`config.mk`:
```
export PLATFORM = sky130hd
export DESIGN_NAME = mem_arbiter_rr
export DESIGN_NICKNAME = d
export VERILOG_FILES = /design/src/rtl/mem_arbiter_rr.sv
export SDC_FILE = /design/constraint.sdc
export NUM_CORES = 1
export LEC_CHECK = 0
export ABC_AREA = 1
export CAP_MARGIN = 10
export CORE_AREA = 2 2 540 542
export CTS_CLUSTER_DIAMETER = 80
export DETAILED_ROUTE_END_ITERATION = 8
export DIE_AREA = 0 0 542 544
export SYNTH_ARGS = -nofsm -noshare
export SYNTH_HDL_FRONTEND = slang
export SYNTH_SLANG_ARGS = --single-unit
```
`constraint.sdc`:
```
create_clock -name clk -period 1.5 [get_ports clk]
set_input_delay 0.3 -clock clk [delete_from_list [all_inputs] [get_ports clk]]
set_output_delay 0.3 -clock clk [all_outputs]
set_load 0.05 [all_outputs]
```
`src/rtl/mem_arbiter_rr.sv`:
```
// mem_arbiter_rr: arbitrates N L1 cache ports onto the single L2/pmem port.
// One transaction is in flight at a time. The winner's command is latched in
// IDLE, driven to memory in BUSY, and completed with a one-cycle req_resp
// pulse in RESP.
// Optional build macro: ARB_FIXED_PRIO_EN selects fixed priority (lowest
// port index wins). Without it, arbitration is round-robin.
`timescale 1ns/1ps
module mem_arbiter_rr #(
  parameter int NUM_PORTS = 2,
  parameter int ADDR_W    = 32,
  parameter int LINE_W    = 256
) (
  input  logic                          clk,
  input  logic                          rst_n,
  input  logic [NUM_PORTS*ADDR_W-1:0]   req_address,
  input  logic [NUM_PORTS*LINE_W-1:0]   req_wdata,
  input  logic [NUM_PORTS-1:0]          req_read,
  input  logic [NUM_PORTS-1:0]          req_write,
  output logic [LINE_W-1:0]             req_rdata,
  output logic [NUM_PORTS-1:0]          req_resp,
  output logic [ADDR_W-1:0]             mem_address,
  output logic [LINE_W-1:0]             mem_wdata,
  output logic                          mem_read,
  output logic                          mem_write,
  input  logic [LINE_W-1:0]             mem_rdata,
  input  logic                          mem_resp
);

  // Pointer width is derived from the port count and is not meant to be
  // overridden.
  localparam int PTR_W = (NUM_PORTS > 1) ? $clog2(NUM_PORTS) : 1;

  typedef enum logic [1:0] {
    IDLE = 2'd0,
    BUSY = 2'd1,
    RESP = 2'd2
  } state_t;

  state_t               state;
  state_t               state_next;

  // Registered transaction context.
  logic [PTR_W-1:0]     grant;
  logic [PTR_W-1:0]     rr_ptr;
  logic [ADDR_W-1:0]    cmd_addr;
  logic [LINE_W-1:0]    cmd_wdata;
  logic                 cmd_write;

  // Arbitration results for the current cycle.
  logic [NUM_PORTS-1:0] req_any;
  logic                 found;
  logic [PTR_W-1:0]     winner;
  logic [PTR_W-1:0]     ptr_after;
  int                   scan_idx;
  logic [PTR_W-1:0]     scan_ptr;

  // Winner's command, selected from the flat request buses.
  logic [ADDR_W-1:0]    sel_addr;
  logic [LINE_W-1:0]    sel_wdata;
  logic                 sel_write;

  // FSM side effects.
  logic                 load_cmd;
  logic                 load_rdata;

  // A port is requesting if either strobe is up; write wins when both are set.
  assign req_any = req_read | req_write;

  // Pick the winning port among the active requests.
  always_comb begin
    // NOTE: every variable gets a default before any branch, so no path can
    // leave a value unassigned and infer a latch.
    winner   = '0;
    found    = 1'b0;
    scan_idx = 0;
    scan_ptr = '0;
    for (int k = 0; k < NUM_PORTS; k++) begin
`ifdef ARB_FIXED_PRIO_EN
      // Lowest index first: the I-cache always beats the D-cache.
      scan_idx = k;
`else
      // Start at rr_ptr and wrap explicitly so non-power-of-2 counts work.
      scan_idx = int'(rr_ptr) + k;
      if (scan_idx >= NUM_PORTS) begin
        scan_idx = scan_idx - NUM_PORTS;
      end
`endif
      scan_ptr = PTR_W'(scan_idx);
      if (!found && req_any[scan_ptr]) begin
        winner = scan_ptr;
        found  = 1'b1;
      end
    end
  end

  // Port after the winner, wrapping from the last port back to 0.
  always_comb begin
    ptr_after = '0;
    if (winner != PTR_W'(NUM_PORTS - 1)) begin
      ptr_after = winner + PTR_W'(1);
    end
  end

  // Steer the winner's address, data and direction onto the latch inputs.
  always_comb begin
    sel_addr  = '0;
    sel_wdata = '0;
    sel_write = 1'b0;
    for (int i = 0; i < NUM_PORTS; i++) begin
      if (winner == PTR_W'(i)) begin
        sel_addr  = req_address[i*ADDR_W +: ADDR_W];
        sel_wdata = req_wdata[i*LINE_W +: LINE_W];
        sel_write = req_write[i];
      end
    end
  end

  // State register; reset aborts any transaction in flight.
  always_ff @(posedge clk or negedge rst_n) begin
    // NOTE: sequential state uses non-blocking assignments so every register
    // samples pre-edge values, independent of statement order.
    if (!rst_n) begin
      state <= IDLE;
    end else begin
      state <= state_next;
    end
  end

  // Next state and load strobes for the command and read-data registers.
  always_comb begin
    state_next = state;
    load_cmd   = 1'b0;
    load_rdata = 1'b0;
    unique case (state)
      IDLE: begin
        if (found) begin
          state_next = BUSY;
          load_cmd   = 1'b1;
        end
      end
      BUSY: begin
        // mem_resp is only meaningful here; other states ignore it.
        if (mem_resp) begin
          state_next = RESP;
          load_rdata = !cmd_write;
        end
      end
      RESP: begin
        // IDLE always follows, giving the requester a cycle to drop its
        // request after seeing req_resp.
        state_next = IDLE;
      end
      default: begin
        state_next = IDLE;
      end
    endcase
  end

  // Latch the winner's command and advance the round-robin pointer.
  always_ff @(posedge clk or negedge rst_n) begin
    // NOTE: the wide command and read-data registers are reset because their
    // contents drive outputs that must read zero out of reset.
    if (!rst_n) begin
      grant     <= '0;
      rr_ptr    <= '0;
      cmd_addr  <= '0;
      cmd_wdata <= '0;
      cmd_write <= 1'b0;
    end else if (load_cmd) begin
      grant     <= winner;
      cmd_addr  <= sel_addr;
      cmd_wdata <= sel_wdata;
      cmd_write <= sel_write;
`ifndef ARB_FIXED_PRIO_EN
      rr_ptr    <= ptr_after;
`endif
    end
  end

  // Capture returned read data; writes leave the last read line in place.
  always_ff @(posedge clk or negedge rst_n) begin
    if (!rst_n) begin
      req_rdata <= '0;
    end else if (load_rdata) begin
      req_rdata <= mem_rdata;
    end
  end

  // Memory-side command is a pure decode of state, so it drops with reset.
  assign mem_read    = (state == BUSY) && !cmd_write;
  assign mem_write   = (state == BUSY) &&  cmd_write;
  assign mem_address = cmd_addr;
  assign mem_wdata   = cmd_wdata;

  // One-hot completion pulse to the granted port during RESP only.
  always_comb begin
    req_resp = '0;
    if (state == RESP) begin
      req_resp = NUM_PORTS'(1) << grant;
    end
  end

endmodule
```
[After elaboration in Yosys (flattened, before gate mapping)]
Index checks and enable logic that the tools add are counted.
Cells by class
  $add $sub $neg: 4
  $lt $le $gt $ge: 4
  equal/unequal tests: 4
  shift operators: 1
  muxes and demuxes: 22
  bitwise gates (word level): 1
  reductions and logical operators: 7
Operator list (number)
  2-to-1 mux 256 bit: 1
  2-to-1 mux 32 bit: 1
  2-to-1 mux 1 bit: 16
  2-to-1 mux 2 bit: 3
  less-than comparator 1 x 2 -> 1 bit (second input constant): 2
  != test 2 bit (second input constant): 2
  case mux 2 bit (2 select lines): 1
  logical AND 1 bit: 3
  adder 1 x 1 -> 2 bit (second input constant): 1
  == test 2 x 1 -> 1 bit (second input constant): 1
  == test 2 bit (second input constant): 1
  >= comparator 1 x 2 -> 1 bit (second input constant): 1
  >= comparator 2 bit (second input constant): 1
  zero test 1 bit: 2
  zero test 2 bit: 1
  OR 2 bit: 1
  AND reduction 2 bit: 1
  left shift 1 x 1 -> 2 bit (first input constant): 1
  subtractor 1 bit (second input constant): 2
  adder 1 bit (second input constant): 1
Word-level totals
  bits in registers: 549
  bits of input ports: 839
  logic and storage cells: 50

[Logic depth before layout (Yosys ltp)]
Gate-level depths: netlist (run 1).
  depth after elaboration: 10
  mapped depth: 9

[Worst setup path after synthesis (run 1)]
Ideal clock, no wire load.
  kind: register to output
  start: register cmd_write
  end: output port mem_write
  data arrival time: 1.573 ns
  required time: 1.200 ns
  path slack: -0.373 ns
  stages on the path, launching flop included: 5
  buffers on the path: 2
  cells stage by stage: dfrtp_1 -> clkinv_1 -> clkbuf_1 -> buf_1 -> nor2_1
Between the ends
  longest elaborated chain between the ends: 1
RTL lines
  start, declared: line 47  | logic cmd_write;
  start signal, assigned: line 173  | cmd_write <= sel_write;
  logical AND 1 bit: line 191  | assign mem_write = (state == BUSY) && cmd_write;
  end, declared: line 24  | output logic mem_write,
Every way passes these cells.

[Worst setup path after layout (run 1)]
  start: register state[0]
  end: output port req_resp[0]
Between the ends
  longest elaborated chain between the ends: 2
RTL lines
  start, declared: line 39  | state_t state;
  start signal, assigned: line 125  | state <= state_next;
  == test 2 bit: line 198  | if (state == RESP) begin
  2-to-1 mux 2 bit: line 198
  end, declared: line 20  | output logic [NUM_PORTS-1:0] req_resp,
Every way passes these cells.

==> metrics.yaml, run 1 <==
run_status:
  status: "finished with violations"
  violations: "setup timing"
yosys:
  syn_area_per_cell_um2: 8.69
  synthesis.nets: 3617
  yosys-top-cells-area: "dfrtp_1 57%, nand3_1 17%, nand2_1 13%"
  synth_top_area_share_pct: 56.9
  ys_ff_latch: 549
  yosysUniqueCellTypes: 20
  yosysMostFrequentCell: "nand3_1"
  postSynthCellCount: 2778
  synthTopCellsByCount: "834 x nand3_1, 806 x nand2_1, 549 x dfrtp_1"
  yosysWarnings: 0
  synth_edf_count: 0
  syn-cell-area_mm2: 0.0241
  synth-seq-area-share_pct: 56.9
  async_flop_share_pct: 100
  synth_ff_type: "dfrtp_1"
  yosys.area.top_type: "dfrtp_1"
floorplanning:
  die_w_um: 542
  num_rows: 198
  die_area_mm2: 0.295
  io_pins: 1387
  start_util_pct: 8.34
  die_y_um: 544
  core_mm2: 0.289
worst_setup_path:
  critPathRequiredTime_ns: 1.20
  cp-startpoint: "state[0]"
  criticalPathCategory: "flip-flop to output pin"
  crit_path_end_kind: "output pin"
  crit_fanout: 3
  slowest_delay_ns: 0.40
  startpoint_type: "flip-flop"
  reg2reg_from: "state[1]"
  crit_top_cell: "buf_4"
  slowest_stage: "dfrtp_1"
  reg2reg_slack_ns: -0.46
  path_cells: "buf_4 > buf_4 > nor3_4 > buf_12"
  critical_path_arrival_ns: 1.74
power:
  leakagePower_nw: 24.8
  ir_drop_v: 0.00125
  pwr_density_cell_mw_per_mm2: 2760
  finalPower_mw: 160
route:
  routed_wl_mm: 278
  via_per_inst: 3.67
  drt_iter0_drc: 2813
  drc: 0
  vias: 30688
  drtPass1Iterations: 7
  ant_nets: 0
  routedWlPerCell_um: 33.2
timing:
  skew_ns: 0.0694
  max_freq_mhz: 490
  worst_slew_pin_slew_ns: 0.907
  rsz0062_at_grt: "true"
  slew_headroom_pct: 39.3
  fin_crit_sh_pct: 136
  hold_viol_final: 0
  final.setup.worst_slack_ns: -0.542
  slew_viol_final: 0
  fin_crit_ns: 2.04
  setup_viol: 1092
placement:
  portBuffers: 1386
  dpl.hpwl_mm: 232
  placed_area_mm2: 0.0495
  placedCellCount: 7898
  place_congestion: 1.03
global_route:
  antenna_found_initial: 240
  grt_pass1_vias: 29746
  grt.overflow.total: 0
  grt_usage_pct: 17.9
  grt_start_max_net_pins: 87
  grt_pass1_wl_mm: 336
cts:
  cts_buffers: 81
  cts_tree: "done"
  cts_root_buf: "clkbuf_16"
  h-tree-depth: 3
  clock_sinks: 549
  cts_buffer_depth: 4
  path_clk_slew_ns: 0.06
  clk_latency_ns: 0.82
job:
  drv_cap: 0
hold_path:
  hold_class: "input pin to flip-flop"
  worstHoldStart: "mem_rdata[226]"
finish:
  final_area_mm2: 0.0578
  fin_nets: 5304
  stdcell_count: 8373
  num-fill-cells: 31439
  synthToLayoutAreaGrowth_pct: 139
  drive_gt1_share_pct: 29.5
==> power breakdown <==
group	switching (mW)	total, mW	internal [mW]	leakage (nW)
clock	8.18	20.0	11.8	1.33
sequential	9.14	31.3	22.2	6.74
combinational	61.9	108	46.4	16.7
total	79.2	160	80.4	24.8
==> layout make-up <==
cell class,count,area (um^2),share of cell area (%)
Clock inverter,28,319,0.552
Multi-Input combinational cell,1943,10200,17.6
Clock buffer,111,2370,4.11
Tap cell,3800,4750,8.23
Sequential cell,549,13800,23.9
Antenna cell,52,130,0.225
Inverter,10,52.6,0.0909
Timing Repair Buffer,1880,26200,45.3
==> stage by stage <==
stage	worst slack (ns)	util, %	setup TNS [ns]	hold slack [ns]
3_3_place_gp	-1.17	17.1	-360.93	0.167
3_5_place_dp	-1.14	17.1	-359.54	0.167
2_1_floorplan	-0.159	-	-0.201	0.00441
4_1_cts	-0.648	19.2	-263.54	0.000177
5_1_grt	-0.633	20.0	-299.38	0.0466
6_report	-0.542	20.0	-222.08	0.0656
==> timing repair <==
action	in CTS	in global routing
pin swaps	26	93
gates cloned	38	33
hold endpoints to repair	631	0
hold buffers	84	0
endpoints found under the setup margin	1091	1096
gates resized for setup	229	214
setup buffers	108	29
==> logic make-up after synthesis <==
family | synth area share (%)
simple gates | 37.5
flops | 56.9
buf+inv | 5.46
compound gates | 0.130
==> cell usage in the layout, fill, tap and decap left out, types with 60 or more instances in the layout <==
master             n
dfrtp_1          489
dlygate4sd3_1     84
nand3_2          118
clkdlybuf4s50_1  836
nand2_1          784
clkbuf_16        108
buf_12           636
buf_4            197
dfrtp_2           60
nand3_1          686
nand4_1          289
==> worst max-delay path, delay by kind of cell, from the launching register on <==
kind | cells | cell delay, ns
buf+inv | 3 | 0.44
flops | 1 | 0.40
simple gates | 1 | 0.14
==> state kept, by name, summed over array words and instances (netlist names) <==
signal and flops:
mem_wdata 256, cmd_write 1, req_rdata 256, state 2
mem_address 32, rr_ptr 1, grant 1
==> worst paths after layout <==
kind | endpoint | depth (start not counted)
setup reg to reg | mem_wdata[89] | 10
max in group asynchronous | req_rdata[193] | 3
min in group asynchronous | req_rdata[99] | 3
hold reg to reg | req_rdata[39] | 2
setup / recovery | req_resp[0] | 4
hold / removal | req_rdata[226] | 3
==> layer usage <==
layer	vias to the layer above	global-route usage, %	wire [um]	share of wire, %
li1	13108	-	-	-
met1	14579	18.3	94900	34
met2	2137	27.2	118000	42
met3	702	14.0	50700	18
met4	162	6.76	13000	4.7
met5	-	0	1240	0.45
Note: power is estimated with default switching activity, not from simulation.
==> run 2, diff against run 1 <==
--- a/config.mk
+++ b/config.mk
@@ -6,6 +6,7 @@
 export NUM_CORES = 1
 export LEC_CHECK = 0
 export ABC_AREA = 1
+export ABC_CLOCK_PERIOD_IN_PS = 1500
 export CAP_MARGIN = 10
 export CORE_AREA = 2 2 540 542
 export CTS_CLUSTER_DIAMETER = 80
==> results of run 2 <==
Same layout as run 1: the final DEF is identical, and so are final timing and power.
